File: src/rtl/oclib_csr_tree_arbiter.sv
// Round-robin CSR tree arbiter: Inputs masters share one downstream CSR target, one transaction in flight.
// Request -> out one cycle later; target response -> inFb one cycle later; hung targets answered by timeout.
package oclib_pkg;
  localparam bit False = 1'b0;
  localparam bit True  = 1'b1;

  typedef struct packed {
    logic        read;
    logic        write;
    logic [7:0]  toblock;
    logic [31:0] address;
    logic [31:0] wdata;
  } csr_32_tree_s;

  typedef struct packed {
    logic        ready;
    logic        error;
    logic [31:0] rdata;
  } csr_32_fb_s;
endpackage

module oclib_csr_tree_arbiter #(
  parameter type CsrType       = oclib_pkg::csr_32_tree_s,
  parameter type CsrFbType     = oclib_pkg::csr_32_fb_s,
  parameter int  Inputs        = 4,
  parameter int  TimeoutCycles = 1024,
  parameter bit  ResetSync     = oclib_pkg::False,
  parameter int  SyncCycles    = 3,
  parameter int  ResetPipeline = 0,
  localparam int GW            = (Inputs > 1) ? $clog2(Inputs) : 1
) (
  input  logic          clock,
  input  logic          reset,
  input  CsrType        in      [Inputs],
  output CsrFbType      inFb    [Inputs],
  output CsrType        out,
  input  CsrFbType      outFb,
  output logic [GW-1:0] grant,
  output logic          busy,
  output logic          timeout
);

  localparam int RstDepth = (ResetSync ? SyncCycles : 0) + ResetPipeline;
  localparam int RW       = 1 << GW;
  localparam int CW       = (TimeoutCycles > 1) ? $clog2(TimeoutCycles) : 1;
  localparam logic [CW-1:0] TimeoutLast = CW'((TimeoutCycles > 0) ? TimeoutCycles - 1 : 0);

  typedef enum logic [1:0] {StIdle, StIssue, StDone} state_e;

  logic w_rst;

  generate
    if (RstDepth == 0) begin : g_rst_direct
      assign w_rst = reset;
    end else begin : g_rst_pipe
      logic [RstDepth-1:0] r_rst_pipe;
      always_ff @(posedge clock) begin
        r_rst_pipe[0] <= reset;
        for (int i = 1; i < RstDepth; i++) r_rst_pipe[i] <= r_rst_pipe[i-1];
      end
      assign w_rst = r_rst_pipe[RstDepth-1];
    end
  endgenerate

  state_e         r_state, w_state_nxt;
  CsrType         r_out, w_out_nxt, w_cap;
  CsrFbType       r_infb [Inputs];
  CsrFbType       w_infb_nxt [Inputs];
  CsrFbType       w_rsp;
  logic [GW-1:0]  r_grant, w_grant_nxt;
  logic [GW-1:0]  r_ptr, w_ptr_nxt;
  logic [GW-1:0]  w_win;
  logic           w_win_vld;
  logic [CW-1:0]  r_cnt, w_cnt_nxt;
  logic           r_timeout, w_timeout_nxt;
  logic           r_busy;
  logic           w_expire;
  logic [RW-1:0]  w_req;
  int             w_idx;

  always_comb begin
    w_req = '0;
    for (int i = 0; i < Inputs; i++) w_req[i] = in[i].read || in[i].write;
  end

  // Search starts just past the last granted master so every requester is reached within Inputs turns.
  always_comb begin
    w_win_vld = 1'b0;
    w_win     = '0;
    w_idx     = 0;
    for (int k = 1; k <= Inputs; k++) begin
      w_idx = int'(r_ptr) + k;
      if (w_idx >= Inputs) w_idx = w_idx - Inputs;
      if (!w_win_vld && w_req[GW'(w_idx)]) begin
        w_win_vld = 1'b1;
        w_win     = GW'(w_idx);
      end
    end
  end

  always_comb begin
    w_cap = '0;
    for (int i = 0; i < Inputs; i++) if (w_win == GW'(i)) w_cap = in[i];
  end

  assign w_expire = (TimeoutCycles != 0) && (r_cnt == TimeoutLast);

  always_comb begin
    w_state_nxt   = r_state;
    w_out_nxt     = r_out;
    w_grant_nxt   = r_grant;
    w_ptr_nxt     = r_ptr;
    w_cnt_nxt     = r_cnt;
    w_timeout_nxt = 1'b0;
    w_rsp         = '0;
    for (int i = 0; i < Inputs; i++) w_infb_nxt[i] = '0;
    unique case (r_state)
      StIdle: begin
        w_out_nxt.read  = 1'b0;
        w_out_nxt.write = 1'b0;
        if (w_win_vld) begin
          w_out_nxt   = w_cap;
          w_grant_nxt = w_win;
          w_cnt_nxt   = '0;
          w_state_nxt = StIssue;
        end
      end
      StIssue: begin
        // A real response in the expiry cycle takes precedence over the timeout.
        if (outFb.ready) begin
          w_rsp.ready = 1'b1;
          w_rsp.error = outFb.error;
          w_rsp.rdata = r_out.read ? outFb.rdata : '0;
        end else if (w_expire) begin
          w_rsp.ready   = 1'b1;
          w_rsp.error   = 1'b1;
          w_timeout_nxt = 1'b1;
        end else begin
          w_cnt_nxt = r_cnt + 1'b1;
        end
        if (w_rsp.ready) begin
          w_out_nxt.read  = 1'b0;
          w_out_nxt.write = 1'b0;
          w_state_nxt     = StDone;
        end
      end
      StDone: begin
        if (!w_req[r_grant]) begin
          w_ptr_nxt   = r_grant;
          w_state_nxt = StIdle;
        end
      end
      default: w_state_nxt = StIdle;
    endcase
    for (int i = 0; i < Inputs; i++) if (r_grant == GW'(i)) w_infb_nxt[i] = w_rsp;
  end

  always_ff @(posedge clock) begin
    if (w_rst) begin
      r_state   <= StIdle;
      r_out     <= '0;
      r_grant   <= '0;
      r_ptr     <= GW'(Inputs - 1);
      r_cnt     <= '0;
      r_timeout <= 1'b0;
      r_busy    <= 1'b0;
      for (int i = 0; i < Inputs; i++) r_infb[i] <= '0;
    end else begin
      r_state   <= w_state_nxt;
      r_out     <= w_out_nxt;
      r_grant   <= w_grant_nxt;
      r_ptr     <= w_ptr_nxt;
      r_cnt     <= w_cnt_nxt;
      r_timeout <= w_timeout_nxt;
      r_busy    <= (w_state_nxt != StIdle);
      for (int i = 0; i < Inputs; i++) r_infb[i] <= w_infb_nxt[i];
    end
  end

  assign out     = r_out;
  assign grant   = r_grant;
  assign busy    = r_busy;
  assign timeout = r_timeout;
  always_comb for (int i = 0; i < Inputs; i++) inFb[i] = r_infb[i];

endmodule

File: config.mk
export PLATFORM = sky130hd
export DESIGN_NAME = oclib_csr_tree_arbiter
export DESIGN_NICKNAME = d
export VERILOG_FILES = /design/src/rtl/oclib_csr_tree_arbiter.sv
export SDC_FILE = /design/constraint.sdc
export NUM_CORES = 1
export LEC_CHECK = 0
export BUFFER_PORTS_ARGS = -buffer_cell sky130_fd_sc_hd__buf_2
export CAP_MARGIN = 10
export CORE_AREA = 5 5 211 213
export CTS_CLUSTER_SIZE = 40
export DETAILED_ROUTE_END_ITERATION = 8
export DIE_AREA = 0 0 216 218
export HOLD_SLACK_MARGIN = 0.08
export PLACE_DENSITY_LB_ADDON = 0.1
export SETUP_SLACK_MARGIN = 0.02
export SYNTH_ARGS = -nofsm -noshare
export SYNTH_HDL_FRONTEND = slang
export SYNTH_SLANG_ARGS = --single-unit
File: constraint.sdc
create_clock -name clock -period 1.9 [get_ports clock]
set_input_delay 0.285 -clock clock [delete_from_list [all_inputs] [get_ports clock]]
set_output_delay 0.285 -clock clock [all_outputs]
set_load 0.02 [all_outputs]
# == Yosys cells after proc, flatten, opt, wreduce, memory -nomap -nowiden ==
# Memories as Yosys holds them, arrays and structs flattened.
# Index checks and enable logic that the tools add are counted.
# W data, S select, Z words.
# totals
mem_bits_rw,136
output_inout_bits,214
romBits,0
mem_count,1
latchBits,0
register_bits,92
# memory_table
name,depth,width,rd,rd_clocked_by_memory_dff,write_ports,line_no,source
r_infb,4,34,4,0,4,67,CsrFbType r_infb [Inputs];
# classes
order_cmp,9
shifts,0
bitwise_logic,6
reduce_logical,20
addsub,9
n_mul,0
n_eq_ne,13
muxes,59
n_div,0
# ops
operator,count
$mux W74,5
$mux W34,9
$mux W32,2
$mux W10,3
$mux W2,15
$pmux W10 S2,1
$mux W1,17
$lt A2 B4 Y1 const B,4
$add A10 B1 Y10 const B,1
$bmux W1 S2,5
$eq A10 B10 Y1 const B,1
$eq A2 B2 Y1 const B,5
$ge A3 B3 Y1 const B,3
$sub A2 B1 Y2 const B,4
$add A2 B2 Y3 const B,2
$eq A2 B1 Y1 const B,3
$logic_not A2 Y1,3
$ne A2 B2 Y1 const B,3
$pmux W2 S3,1
$reduce_and A2 Y1,3
$add A2 B3 Y4 const B,1
$ge A4 B3 Y1 const B,1
$logic_or A1 B1 Y1,4
$or A1 B1 Y1,4
other kinds (10),16

# == Logic depth before layout (Yosys ltp) ==
# logic_depth
word_depth,23
ltp_mapped,8

# == Worst setup path before layout ==
# OpenSTA, ideal clock, no wires.
# synth_timing
path_kind,register -> register
startpoint,register r_ptr[1]
endpoint,register r_out (netlist bit out[15])
arrival_time_ns,1.715
setup_ns,0.124
slack_ns,0.061
synth_period_minus_slack_ns,1.839
path_stages_with_launch,9
n_path_buf,3
path_cell_list,dfxtp_1 clkbuf_2 o21ba_2 or4_1 nand3_1 buf_4 buf_6 mux2i_1 o22ai_1
# synth_via
elab_chain_len,21
elab_cells_between_ends,51
classes_between,add/sub: 8; order compare: 4; eq/ne: 3; mux: 28; reduce/logical: 8
# synth_rtl
element,line_no,source
from (decl),71,"logic [GW-1:0] r_ptr, w_ptr_nxt;"
from (signal assigned),163,r_ptr <= GW'(Inputs - 1);
from (signal assigned),172,r_ptr <= w_ptr_nxt;
$add A2 B1 Y3,92,w_idx = int'(r_ptr) + k;
$ge A3 B3 Y1 / $sub A2 B1 Y2 (equally long branches),93,if (w_idx >= Inputs) w_idx = w_idx - Inputs;
$mux W2,93,
$bmux W1 S2,94,if (!w_win_vld && w_req[GW'(w_idx)]) begin
$mux W1 (implied by the code) (2 in series),94,
$mux W1,94,
$logic_not A1 Y1,94,
$logic_and A1 B1 Y1,94,
$mux W1,94,
$logic_not A1 Y1,94,
$logic_and A1 B1 Y1,94,
$mux W1,94,
$logic_not A1 Y1,94,
$logic_and A1 B1 Y1,94,
$mux W2,94,
$logic_not A2 Y1,103,for (int i = 0; i < Inputs; i++) if (w_win == GW'(i)) w_cap = in[i];
$mux W74 (4 in series),103,
to (signal assigned),170,r_out <= w_out_nxt;
to (decl),66,"CsrType r_out, w_out_nxt, w_cap;"
# Several ways; a longest one is shown, not always the timed one. The select of a mux whose other input is x is not followed.
# A chain may end at the register's enable or synchronous reset.

# == Worst setup path in the final report ==
# layout_timing
startpoint,register r_ptr[1]
endpoint,register r_out (netlist bit out[12])
# Same word-level chain as after synthesis.

==> flow_summary.ini <==
[outcome]
status = complete, no violations

[synthesis]
ys_types = 55
yosys.area_share.xor_xnor = 0.00580
synth-simple-area-share = 0.157
synth-seq-area-share = 0.503
synth_fa_ha_area_frac = 0.00138
synth_top_family_by_area = compound AO/OA/AOI/OAI gates
yosysWarnings = 0
ys_ff_latch = 228
yosysTopAreaCell = dfxtp_1
synthMuxAreaShare = 0.0820
syn_nets = 1297
synth_area_leaders = dfxtp_1 (50%), mux2i_1 (7.9%), o221ai_1 (5.8%)
syn_area_per_cell_um2 = 9.40
syn_inst = 964
synth.top_cell.area_share = 0.503
synth_edf_count = 0
synth_compound_area_frac = 0.207
ys_async_sr_fraction = 0
netlist_area_mm2 = 0.00907
synthFlopType = dfxtp_1

[clocking]
clkTransAtPathRegs_ns = 0.06
clock_sinks = 228
ctsHtreeMaxLevel = 1
root_buffer = clkbuf_16
tritoncts = built
cts_buffers = 27
clk_latency_ns = 0.54
cts_buffer_depth = 3

[sta]
finalCritPeriodShare = 0.989
hold_viol = 0
drv_slew = 0
tightest_slew_ns = 0.481
min_period_ns = 1.88
skew_ns = 0.0172
rsz0062_at_grt = true
fmax_ghz = 0.532
timing.final.ws_setup_ns = 0.0202
finalSetupTns_ns = 0
slew_headroom = 0.679
setup_viol = 0

[routing]
drc = 0
first_pass_iters = 6
via_per_inst = 4.51
drt_iter0_drc = 572
routed_wl_um = 43800
wire_per_inst_um = 18.9
antenna_left = 0
via_count = 10461

[grt]
globalRouteTotalUtil = 0.172
antenna_found_initial = 12
grt_pass1_wl_um = 64000
grt_pass1_vias = 10891
grt_overflow = 0
grt_max_degree = 50

[placed_design]
dp_hpwl_um = 32000
post-place-ws_ns = -0.297
place_area_mm2 = 0.0129
io_buffers = 545
place.gp.congestion = 0.820

[floorplanning]
pin_count = 546
die_h_um = 218
core-area_mm2 = 0.0425
start_util = 0.213
dieArea_mm2 = 0.0471
row_count = 76
die_w_um = 216

[setup_path]
crit_buf_inv = 2
critPathSlowestCell = or4_4
worstSetupEndpointType = flip-flop
required_ns = 2.31
cp-start-kind = flip-flop
path_cells = o21ba_4, or4_4, buf_12, nand3_4, clkbuf_16, mux2i_1, a22oi_1
arrival_ns = 2.29
crit_type = flip-flop to flip-flop
cp_max_fo = 5
cpPeakStageDelay_ns = 0.46
crit_family = simple AND/OR/NAND/NOR gates

[final_layout]
num-fill-cells = 4230
area_growth_pct = 81.6
nNetsFinal = 2085
final_cell_area_mm2 = 0.0165
fin_util = 0.387
drive_above_1_share = 0.414

[power]
peakVddDrop_v = 0.000553
p_leak_uw = 0.00733
p_per_area_mw_per_mm2 = 836
total_power_uw = 13800

[flow_run]
drv_cap = 0

[hold_path]
hold_class = input port to flip-flop
Yosys cell counts (2+ instances only):
library cell  instances
clkbuf_1             54
o21bai_1             21
xnor2_1               6
a221oi_1             18
o21ai_0               3
nor2b_1               3
mux2i_1              72
dfxtp_1             228
nand2_1              98
nor2_1              122
or3_1                 6
o2111a_1              2
o21ai_1               2
and3_1                2
buf_6                 7
a21oi_1              63
nand2b_1              3
or2_2                18
o22ai_1              18
a31oi_1               2
nand3_1               5
a22oi_1              54
a211o_1               3
a211oi_1              3
nand3b_1              2
and4_1                2
and2_1               33
inv_1                 7
buf_2                13
nor3_1                8
buf_1                 3
o221ai_1             60
worst reg2reg max path, delay by kind of cell (launching register included):
family / cells / cell delay [ns]
AND/OR/NAND/NOR: 2 / 0.60
flip-flops: 1 / 0.35
buffers and inverters: 2 / 0.35
multiplexers: 1 / 0.21
AO/OA/AOI/OAI: 2 / 0.24
per-layer routing:
| metal | global-route usage | vias up | part of all wire | wire, um |
|---|---|---|---|---|
| li1 | - | 5075 | - | - |
| met2 | 0.303 | 462 | 0.49 | 21500 |
| met4 | 0.0765 | 16 | 0.044 | 1940 |
| met5 | 0 | - | 0.0026 | 113 |
| met3 | 0.0398 | 111 | 0.065 | 2860 |
| met1 | 0.200 | 4797 | 0.40 | 17500 |
final cells by class:
| class | instances | area [um2] | area share |
|---|---|---|---|
| clock buffer | 33 | 738 | 0.0448 |
| clock inverter | 16 | 253 | 0.0153 |
| antenna | 4 | 10.0 | 0.000608 |
| sequential | 228 | 4570 | 0.277 |
| multi-input combinational | 651 | 4350 | 0.264 |
| tap | 546 | 683 | 0.0415 |
| inverter | 7 | 26.3 | 0.00160 |
| timing repair buffer | 837 | 5840 | 0.355 |
report_power, final:
group	switching (uW)	internal [uW]	leakage (uW)
combinational	1460	1390	0.00499
clock	2150	3590	0.000483
sequential	154	5020	0.00185
total	3760	10000	0.00733
cell usage in the layout (no fill, tap or decap), drive strengths merged, types with 19 or more instances in the layout:
| cell | synthesis | layout |
|---|---|---|
| clkbuf | 55 | 35 |
| mux2i | 72 | 72 |
| nor2 | 123 | 123 |
| a21oi | 63 | 63 |
| a22oi | 54 | 54 |
| nand2 | 98 | 98 |
| or2 | 19 | 19 |
| dfxtp | 228 | 228 |
| dlygate4sd3 | 0 | 212 |
| buf | 24 | 623 |
| o21bai | 21 | 21 |
| o221ai | 61 | 61 |
| and2 | 33 | 33 |
cells by family (layout without fill, tap and decap cells):
| family | after synthesis | in the layout |
|---|---|---|
| buf+inv | 86 | 893 |
| fa+ha+maj | 1 | 1 |
| other cells | 0 | 4 |
| compound gates | 259 | 259 |
| flops | 228 | 228 |
| mux | 73 | 73 |
| simple gates | 311 | 312 |
| xor+xnor | 6 | 6 |
metrics by stage:
| step | hold slack [ns] | instances |
|---|---|---|
| after floorplan | 0.407 | 964 |
| after global placement | 0.458 | 2047 |
| after detailed placement | 0.479 | 2047 |
| after CTS | 0.0943 | 2316 |
| after global routing | 0.126 | 2321 |
| final | 0.128 | 2322 |
final timing paths:
| check | startpoint | end | slack, ns | cells past startpoint |
|---|---|---|---|---|
| min | in[84] | out[10]$_SDFFE_PP0P_ | 0.13 | 3 |
| min reg2reg | out[72]$_SDFFE_PP0P_ | out[72]$_SDFFE_PP0P_ | 0.47 | 2 |
| max reg2reg | r_ptr[1]$_SDFFE_PP1P_ | out[12]$_SDFFE_PP0P_ | 0.02 | 7 |
| max | r_ptr[1]$_SDFFE_PP1P_ | out[12]$_SDFFE_PP0P_ | 0.02 | 7 |
flip-flops by register name, indices dropped and copies added (netlist names):
signal,count
busy,1
grant,2
out,74
r_cnt,10
r_infb,136
r_ptr,2
r_state,2
timeout,1
repair_timing:
action	in CTS	in global routing
endpoints found under the hold margin	187	0
setup buffers	5	1
cloned	3	2
setup endpoints to repair	92	165
hold buffers	212	0
pin swaps	4	29
resized for setup	23	32
(Power assumes the default switching activity.)
